==> src/rtl/rgb_led_sched_if.sv <==
// Request/grant bundle between the LED requesters and rgb_led_sched.
// The master side drives requests and play parameters; the slave side drives LED pins.
interface rgb_led_sched_if #(
    parameter int DUR_W = 16
);
    logic [2:0]       req;
    logic [2:0]       color0;
    logic [2:0]       color1;
    logic [2:0]       color2;
    logic [DUR_W-1:0] dur0;
    logic [DUR_W-1:0] dur1;
    logic [DUR_W-1:0] dur2;
    logic [7:0]       half0;
    logic [7:0]       half1;
    logic [7:0]       half2;
    logic [2:0]       grant;
    logic [2:0]       done;
    logic             busy;
    logic             r;
    logic             g;
    logic             b;

    modport master (
        output req,
        output color0, color1, color2,
        output dur0, dur1, dur2,
        output half0, half1, half2,
        input  grant, done, busy,
        input  r, g, b
    );

    modport slave (
        input  req,
        input  color0, color1, color2,
        input  dur0, dur1, dur2,
        input  half0, half1, half2,
        output grant, done, busy,
        output r, g, b
    );
endinterface

==> src/rtl/rgb_led_sched.sv <==
// Three-way priority scheduler for the shared active-low RGB LED.
// Optional feature: define RGB_SCHED_PREEMPT_EN to let higher priority abort a play.
module rgb_led_sched #(
    parameter int TICK_DIV = 12000,
    parameter int DUR_W    = 16
) (
    input logic            clk,
    input logic            rst,
    rgb_led_sched_if.slave bus
);
    localparam int PW = (TICK_DIV > 1) ? $clog2(TICK_DIV) : 1;
    localparam logic [PW-1:0] PSC_MAX = PW'(TICK_DIV - 1);

    typedef enum logic [1:0] {
        S_IDLE,
        S_GRANT,
        S_PLAY,
        S_DONE
    } state_t;

    state_t           state_q, state_d;
    logic [1:0]       idx_q, idx_d;
    logic [2:0]       col_q, col_d;
    logic [DUR_W-1:0] dur_q, dur_d;
    logic [7:0]       half_q, half_d;
    logic [DUR_W-1:0] remain_q, remain_d;
    logic [PW-1:0]    psc_q, psc_d;
    logic [7:0]       phase_q, phase_d;
    logic             lit_q, lit_d;
    logic [2:0]       grant_q, grant_d;
    logic [2:0]       done_q, done_d;
    logic             busy_q, busy_d;
    logic [2:0]       led_q, led_d;

    logic [2:0]       pick;
    logic [1:0]       pick_idx;
    logic [2:0]       pick_col;
    logic [DUR_W-1:0] pick_dur;
    logic [7:0]       pick_half;
    logic             tick;
    logic             preempt;
    logic             take;

    // lowest set index wins; pick is one-hot so the decoder below is unique
    assign pick[0] = bus.req[0];
    assign pick[1] = bus.req[1] & ~bus.req[0];
    assign pick[2] = bus.req[2] & ~(|bus.req[1:0]);

    always_comb begin
        pick_idx  = 2'd0;
        pick_col  = bus.color0;
        pick_dur  = bus.dur0;
        pick_half = bus.half0;
        unique case (1'b1)
            pick[1]: begin
                pick_idx  = 2'd1;
                pick_col  = bus.color1;
                pick_dur  = bus.dur1;
                pick_half = bus.half1;
            end
            pick[2]: begin
                pick_idx  = 2'd2;
                pick_col  = bus.color2;
                pick_dur  = bus.dur2;
                pick_half = bus.half2;
            end
            default: ;
        endcase
    end

    assign tick = (state_q == S_PLAY) && (psc_q == PSC_MAX);

`ifdef RGB_SCHED_PREEMPT_EN
    assign preempt = (state_q == S_PLAY) && (|bus.req) && (pick_idx < idx_q);
`else
    assign preempt = 1'b0;
`endif

    assign take = ((state_q == S_IDLE) && (|bus.req)) || preempt;

    always_comb begin
        state_d  = state_q;
        idx_d    = idx_q;
        col_d    = col_q;
        dur_d    = dur_q;
        half_d   = half_q;
        remain_d = remain_q;
        psc_d    = psc_q;
        phase_d  = phase_q;
        lit_d    = lit_q;
        grant_d  = 3'b000;
        done_d   = 3'b000;

        if (take) begin
            idx_d   = pick_idx;
            col_d   = pick_col;
            dur_d   = pick_dur;
            half_d  = pick_half;
            grant_d = pick;
            state_d = S_GRANT;
        end else begin
            unique case (state_q)
                S_IDLE: ;
                S_GRANT: begin
                    psc_d    = '0;
                    phase_d  = '0;
                    lit_d    = 1'b1;
                    remain_d = (dur_q == '0) ? DUR_W'(1) : dur_q;
                    state_d  = S_PLAY;
                end
                S_PLAY: begin
                    if (tick) begin
                        psc_d    = '0;
                        remain_d = remain_q - 1'b1;
                        if (half_q != 8'd0) begin
                            if (phase_q == half_q - 8'd1) begin
                                phase_d = '0;
                                lit_d   = ~lit_q;
                            end else begin
                                phase_d = phase_q + 8'd1;
                            end
                        end
                        if (remain_q == DUR_W'(1)) begin
                            done_d  = 3'b001 << idx_q;
                            state_d = S_DONE;
                        end
                    end else begin
                        psc_d = psc_q + 1'b1;
                    end
                end
                S_DONE:  state_d = S_IDLE;
                default: state_d = S_IDLE;
            endcase
        end

        // LED and busy are registered from the next state so they line up with it
        busy_d = (state_d != S_IDLE);
        led_d  = 3'b111;
        if (state_d == S_PLAY) begin
            led_d = ~(col_d & {3{lit_d}});
        end
    end

    always_ff @(posedge clk or negedge rst) begin
        if (!rst) begin
            state_q  <= S_IDLE;
            idx_q    <= '0;
            col_q    <= '0;
            dur_q    <= '0;
            half_q   <= '0;
            remain_q <= '0;
            psc_q    <= '0;
            phase_q  <= '0;
            lit_q    <= 1'b0;
            grant_q  <= '0;
            done_q   <= '0;
            busy_q   <= 1'b0;
            led_q    <= 3'b111;
        end else begin
            state_q  <= state_d;
            idx_q    <= idx_d;
            col_q    <= col_d;
            dur_q    <= dur_d;
            half_q   <= half_d;
            remain_q <= remain_d;
            psc_q    <= psc_d;
            phase_q  <= phase_d;
            lit_q    <= lit_d;
            grant_q  <= grant_d;
            done_q   <= done_d;
            busy_q   <= busy_d;
            led_q    <= led_d;
        end
    end

    assign bus.grant = grant_q;
    assign bus.done  = done_q;
    assign bus.busy  = busy_q;
    assign bus.r     = led_q[0];
    assign bus.g     = led_q[1];
    assign bus.b     = led_q[2];
endmodule

==> src/flat_wrapper.sv <==
// flat-port wrapper written by rule: the top's interface ports become plain ports
module rgb_led_sched_flat 
#(
    parameter int TICK_DIV = 12000,
    parameter int DUR_W    = 16
)
  (clk, rst, bus_req, bus_color0, bus_color1, bus_color2, bus_dur0, bus_dur1, bus_dur2, bus_half0, bus_half1, bus_half2, bus_grant, bus_done, bus_busy, bus_r, bus_g, bus_b);
  rgb_led_sched_if #(.DUR_W(DUR_W)) bus_i ();
  input logic clk;
  input logic rst;
  input wire logic [$bits(bus_i.req)-1:0] bus_req;
  input wire logic [$bits(bus_i.color0)-1:0] bus_color0;
  input wire logic [$bits(bus_i.color1)-1:0] bus_color1;
  input wire logic [$bits(bus_i.color2)-1:0] bus_color2;
  input wire logic [$bits(bus_i.dur0)-1:0] bus_dur0;
  input wire logic [$bits(bus_i.dur1)-1:0] bus_dur1;
  input wire logic [$bits(bus_i.dur2)-1:0] bus_dur2;
  input wire logic [$bits(bus_i.half0)-1:0] bus_half0;
  input wire logic [$bits(bus_i.half1)-1:0] bus_half1;
  input wire logic [$bits(bus_i.half2)-1:0] bus_half2;
  output wire logic [$bits(bus_i.grant)-1:0] bus_grant;
  output wire logic [$bits(bus_i.done)-1:0] bus_done;
  output wire logic [$bits(bus_i.busy)-1:0] bus_busy;
  output wire logic [$bits(bus_i.r)-1:0] bus_r;
  output wire logic [$bits(bus_i.g)-1:0] bus_g;
  output wire logic [$bits(bus_i.b)-1:0] bus_b;
  assign bus_i.req = bus_req;
  assign bus_i.color0 = bus_color0;
  assign bus_i.color1 = bus_color1;
  assign bus_i.color2 = bus_color2;
  assign bus_i.dur0 = bus_dur0;
  assign bus_i.dur1 = bus_dur1;
  assign bus_i.dur2 = bus_dur2;
  assign bus_i.half0 = bus_half0;
  assign bus_i.half1 = bus_half1;
  assign bus_i.half2 = bus_half2;
  assign bus_grant = bus_i.grant;
  assign bus_done = bus_i.done;
  assign bus_busy = bus_i.busy;
  assign bus_r = bus_i.r;
  assign bus_g = bus_i.g;
  assign bus_b = bus_i.b;
  rgb_led_sched #(.TICK_DIV(TICK_DIV), .DUR_W(DUR_W)) u_core (.clk(clk), .rst(rst), .bus(bus_i));
endmodule
==> config.mk <==
export PLATFORM = sky130hd
export DESIGN_NAME = rgb_led_sched_flat
export DESIGN_NICKNAME = d
export VERILOG_FILES = /design/src/rtl/rgb_led_sched_if.sv /design/src/rtl/rgb_led_sched.sv /design/src/flat_wrapper.sv
export SDC_FILE = /design/constraint.sdc
export NUM_CORES = 1
export LEC_CHECK = 0
export BUFFER_PORTS_ARGS = -buffer_cell sky130_fd_sc_hd__buf_2
export CAP_MARGIN = 15
export CELL_PAD_IN_SITES_DETAIL_PLACEMENT = 0
export CELL_PAD_IN_SITES_GLOBAL_PLACEMENT = 1
export CORE_MARGIN = 10
export CORE_UTILIZATION = 43
export CTS_CLUSTER_DIAMETER = 200
export DETAILED_ROUTE_END_ITERATION = 8
export PLACE_DENSITY_LB_ADDON = 0.1
export SLEW_MARGIN = 10
export SYNTH_ARGS = -nofsm -noshare
export SYNTH_HDL_FRONTEND = slang
export SYNTH_SLANG_ARGS = --single-unit
==> constraint.sdc <==
create_clock -name clk -period 3.8 [get_ports clk]
set_input_delay 0.19 -clock clk [delete_from_list [all_inputs] [get_ports clk]]
set_output_delay 0.19 -clock clk [all_outputs]
set_load 0.01 [all_outputs]
== Yosys cells after proc, flatten, opt, wreduce, memory -nomap -nowiden ==
Cells that the tools add are included.

* Logic and storage cells: 76
* Bits of input ports: 86
* Memories kept: 0
* Bits in latches: 0
* Output and inout bits: 10
* Register bits: 80
* ROM bits: 0
* RAM bits: 0

* Div/mod/pow operators: 0
* Reduce and logical (&&, ||, !) cells: 12
* Shift-type cells: 1
* Add/sub/neg operators: 4
* Multipliers: 0
* Equal/unequal tests: 9
* Bitwise operators: 8
* Multiplexer cells: 29
* Order comparisons: 0

{| class="wikitable"
|+ Operators by type and width
! cell !! number
|-
| 16-bit case mux with 2 select lines || 2
|-
| 16-bit two-way mux || 2
|-
| 8-bit case mux with 2 select lines || 2
|-
| 14-bit case mux with 2 select lines || 1
|-
| 8-bit two-way mux || 3
|-
| 3-bit two-way mux || 7
|-
| 16-bit by 1-bit equality test with 1-bit output, second input constant || 1
|-
| 16-bit zero test || 1
|-
| 16-bit by 1-bit subtractor with 16-bit output, second input constant || 1
|-
| 14-bit by 1-bit adder with 14-bit output, second input constant || 1
|-
| 14-bit equality test, second input constant || 1
|-
| 14-bit two-way mux || 1
|-
| 8-bit by 1-bit adder with 8-bit output, second input constant || 1
|-
| 8-bit equality test || 1
|-
| 8-bit nonzero test || 1
|-
| 8-bit by 1-bit subtractor with 8-bit output, second input constant || 1
|-
| 2-bit equality test, second input constant || 3
|-
| 2-bit two-way mux || 3
|-
| 2-bit case mux with 3 select lines || 1
|-
| 3-bit case mux with 2 select lines || 1
|-
| 1-bit two-way mux || 4
|-
| 1-bit NOT || 4
|-
| 2-bit case mux with 2 select lines || 1
|-
| 4-bit AND reduction || 1
|-
| 15 further kinds || 18
|}

== Logic depth before layout (Yosys ltp) ==
* Depth in word-level cells: 10
* Gate-level depth with buffers: 10
* Gate-level depth less buffers: 8

== Least setup slack after synthesis ==
Ideal clock, no wire load.

* Path kind: register to register
* From: reg u_core.half_q[0]
* To: reg u_core.lit_q
* Buffers on the path: 2
* Clock period less this slack: 2.350 ns
* Data arrival time: 2.225 ns
* Slack: 1.450 ns
* Required time: 3.675 ns
* Stages on the path, launching flop included: 11
* Path through: dfrtp_1 clkbuf_2 inv_1 ha_1 buf_2 xnor2_1 a211oi_1 o211ai_1 a311oi_2 nand4_2 mux2_2

* Word-level cells in the longest chain between the ends: 7

{| class="wikitable"
|+ Ends and longest elaborated chain
! item !! RTL line !! source
|-
| start, declared || rgb_led_sched.sv:25 || <nowiki>logic [7:0] half_q, half_d;</nowiki>
|-
| start signal, assigned || rgb_led_sched.sv:164 || <nowiki>half_q <= half_d;</nowiki>
|-
| 8-bit by 1-bit subtractor with 8-bit output || rgb_led_sched.sv:116 || <nowiki>if (phase_q == half_q - 8'd1) begin</nowiki>
|-
| 8-bit equality test || rgb_led_sched.sv:116 ||
|-
| 1-bit two-way mux || rgb_led_sched.sv:116 ||
|-
| 1-bit two-way mux (*) || rgb_led_sched.sv:115 || <nowiki>if (half_q != 8'd0) begin</nowiki>
|-
| 1-bit two-way mux (*) || rgb_led_sched.sv:112 || <nowiki>if (tick) begin</nowiki>
|-
| 1-bit case mux with 2 select lines (*) || rgb_led_sched.sv:102 || <nowiki>unique case (state_q)</nowiki>
|-
| 1-bit two-way mux (*) || rgb_led_sched.sv:94 || <nowiki>if (take) begin</nowiki>
|-
| via u_core.lit_d || rgb_led_sched.sv:29 || <nowiki>logic lit_q, lit_d;</nowiki>
|-
| end signal, assigned || rgb_led_sched.sv:168 || <nowiki>lit_q <= lit_d;</nowiki>
|-
| end, declared || rgb_led_sched.sv:29 ||
|}

Mark *: on every way through the listed nets, which the timed path passes. The rest lies on a longest branch.
A chain may end at the register's enable or synchronous reset.

== Final worst setup path ==
Ends and elaborated chain as after synthesis.

==> impl_results.md <==
- Area used by multi-input combinational logic: ~2400 um^2
- Startpoint types: flip-flop
- Area of the core: between 10000 and 15000 um^2
- Placement Setup Slack: 1138 ps
- Cells after synthesis: around 510
- # Max-Cap Violations: 0
- Power Density: about 300 nW/um^2
- Buffers on Ports: between 90 and 100
- Switch share: 0.2458
- Crit. End Element: flip-flop
- Clk pwr share: 0.406
- DR DRC count: 0
- Layout cells sized above 1: 0.2319
- Crit path arrival time: roughly 3000 ps
- Worst-skew pair later-pin latency: 360 ps
- Final critical-path share of the clock period: 0.7028
- Unrepaired setup endpoints after global routing: no
- Synth Warn #: 0
- Max VDD drop: roughly 0.00013 V
- Synth area leader: dfrtp_1
- Async SR Flop Fraction: 1.000
- Post-DR vias/cell: between 5 and 6
- Fmax: between 300 and 400 MHz
- Initial Util: 0.4386
- Post-synth top cells: dfrtp_1, nor2_1, nand2_1, o21ai_0
- Synthesis-stage register bit count: 80
- Die width: approximately 120 um
- Final ANT Viol Nets: 0
- NumNets Final: between 600 and 700
- GPL Wtd Cong: between 0.7 and 0.8
- Critical-path cell list: inv_1, ha_1, xnor2_1, a211oi_1, o211ai_1, a311oi_2, nand4_2, mux2_2
- Sequential power share: 0.532
- Internal: ~1.2 mW
- Htree depth: 3
- Slew Limit Fails: 0
- Tot GR Track Use: 0.1640
- Net switching power: 0.3929 mW
- DRT iter0 DRCs: 300
- Final antenna diode count: 0
- Routed WL per cell: about 17 um
- Post-Syn Nets: 601
- Root Buffer Master: clkbuf_8
- Ys flop type: dfrtp_1
- GRT overflow: 0
- Cell with the most instances after synthesis: dfrtp_1
- CP Max Fanout: 7
- Die area: 14980 um^2
- Skew final: approximately 13 ps
- Pwr Total: around 1.6 mW
- Synthesized cell area: ~4500 um^2
- Worst Path Required: about 4100 ps
- Syn avg cell area: a little under 9 um^2
- # setup viols final: 0
- Cell row count: 37
- Area contributors post-synth: dfrtp_1, nor2_1, nand2_1
- Critical path type: reg2reg
- Max incr delay on CP: 510 ps
- Comb pwr share: 0.062
- Relative slew slack: 0.3129
- Register area share after synthesis: 0.4449
- Worst Tran Pin Value: between 1000 and 1500 ps
- CTS tree: done
- Utilization after layout: 0.5167
- Setup Buffers After CTS: 0
- Post-CTS Resized: 0
- FF/Latch Area: 2006 um^2
- Post-synth top area share: 0.4274
- Minimum clock period after layout: between 2000 and 3000 ps
- Fin worst setup slack: ~1100 ps
- Synth cell types: 50
- Final WL: roughly 12000 um
- Fin. Hold Viols: 0
- EDFF count, synth: 0
- Layout fillers: 1026
- Cts hold-fix bufs: 0
- Initial antenna violation count: 0
- Drt first pass iters: 5
- Clock Pin Slew Worst Setup and Hold Paths: 90 ps
- Clock Sinks: 80
- Hold Crit Class: in2async
- Number of global-route vias before repair: approximately 4200
- Die Ht: around 120 um
- # IOs: between 90 and 100
- R2r setup slk: between 1000 and 1500 ps
- Leak Pwr: about 2.5 nW
- CTS max path bufs: 2
- Setup TNS: 0 ps
- HPWL Detailed: a little under 9000 um
- Area Overhead vs Synth: 17.79%
- CP max-delay cell: a311oi_2
- Status: completed
- Inserted Clock Buffers: 9
- Global-route wire length before repair: 20280 um
- Largest net degree at the start of global routing: 81
- DR vias: 4076
## final timing paths
check / from / endpoint / cells past startpoint
max reg2reg: u_core.half_q[0]$_DFFE_PN0P_ / u_core.lit_q$_DFF_PN0_ / 8
min reg2reg: u_core.idx_q[0]$_DFFE_PN0P_ / u_core.bus.done[2]$_DFF_PN0_ / 1
max: u_core.half_q[0]$_DFFE_PN0P_ / u_core.lit_q$_DFF_PN0_ / 8
min in group clk: bus_dur0[10] / u_core.dur_q[10]$_DFFE_PN0P_ / 3
max in group asynchronous: rst / u_core.remain_q[4]$_DFFE_PN0P_ / 1
min: rst / u_core.psc_q[10]$_DFFE_PN0P_ / 1
## registers in the layout (all words and copies together), names as in the netlist
signal / count
u_core.remain_q: 16
u_core.idx_q: 2
u_core.col_q: 3
u_core.state_q: 2
u_core.dur_q: 16
u_core.phase_q: 8
u_core.led_q: 3
u_core.bus.grant: 3
u_core.bus.done: 3
u_core.bus.busy: 1
u_core.psc_q: 14
u_core.lit_q: 1
u_core.half_q: 8
## metrics by stage
step,std cells,instance area [um^2],hold WS [ps]
global placement,715,5107,429.4
CTS,731,5310,49.24
finish,731,5310,6.431
floorplan,506,4508,-105.6
detailed placement,715,5107,443.6
global route,731,5310,68.74
## critical path: cells and delay by family, from the launching register on
| family | cells | cell delay [ps] |
|---|---|---|
| xor+xnor | 1 | 160 |
| compound gates | 3 | 900 |
| mux | 1 | 350 |
| fa+ha+maj | 1 | 300 |
| flops | 1 | 460 |
| simple gates | 1 | 320 |
| buf+inv | 1 | 90 |
## placed cells by master (no fill, tap or decap), drive strengths merged, types with 2 or more instances in the layout
cell type  synthesis  routed
a211oi             2       2
a21o               4       4
a21oi             22      22
a221o              7       7
a22o               6       6
a22oi             25      25
a31oi             25      25
and2               5       5
and3              13      13
buf                7     103
clkbuf            23       9
clkinv             1       2
clkinvlp           0       3
dfrtp             77      77
dfstp              3       3
ha                 9       9
inv               10      12
mux2               3       3
mux2i              6       6
nand2             54      54
nand3             22      22
nand4              8       8
nor2              56      56
nor2b              6       6
nor3              16      16
nor3b              8       8
nor4              11      11
o211ai             2       2
o21ai             28      28
o22ai              9       9
o41ai              5       5
or3                6       6
xnor2              7       7
xor2               9       9
## cells by family after synthesis
group	share of synthesized area
simple gates	0.2262
mux	0.02082
compound gates	0.2159
buf+inv	0.03608
xor+xnor	0.03109
fa+ha+maj	0.02498
flops	0.4449
## routing by layer
metal	routed length [um]	vias up	share of wire	track usage
met3	656	10	0.054	0.04591
met4	67	0	0.0055	0.04197
met1	5894	1925	0.48	0.2216
met5	0	-	0	0
li1	-	2036	-	-
met2	5612	105	0.46	0.2540
## power groups by stage
stage / sequential, mW / clock, mW / combinational, mW
final: 0.851 / 0.648 / 0.0990
after global routing: 0.851 / 0.703 / 0.114
after CTS: 0.851 / 0.671 / 0.101
after detailed placement: 0.867 / 0 / 0.101
after global placement: 0.867 / 0 / 0.0992
after floorplan: 0.868 / 0 / 0.0308
## cell type report
cell class / instances / area share
Multi-Input combinational cell: 385 / 0.4430
Timing Repair Buffer: 103 / 0.1013
Inverter: 11 / 0.007776
Sequential cell: 80 / 0.3777
Tap cell: 136 / 0.03205
Clock inverter: 7 / 0.01484
Clock buffer: 9 / 0.02333
(Power assumes the default switching activity.)
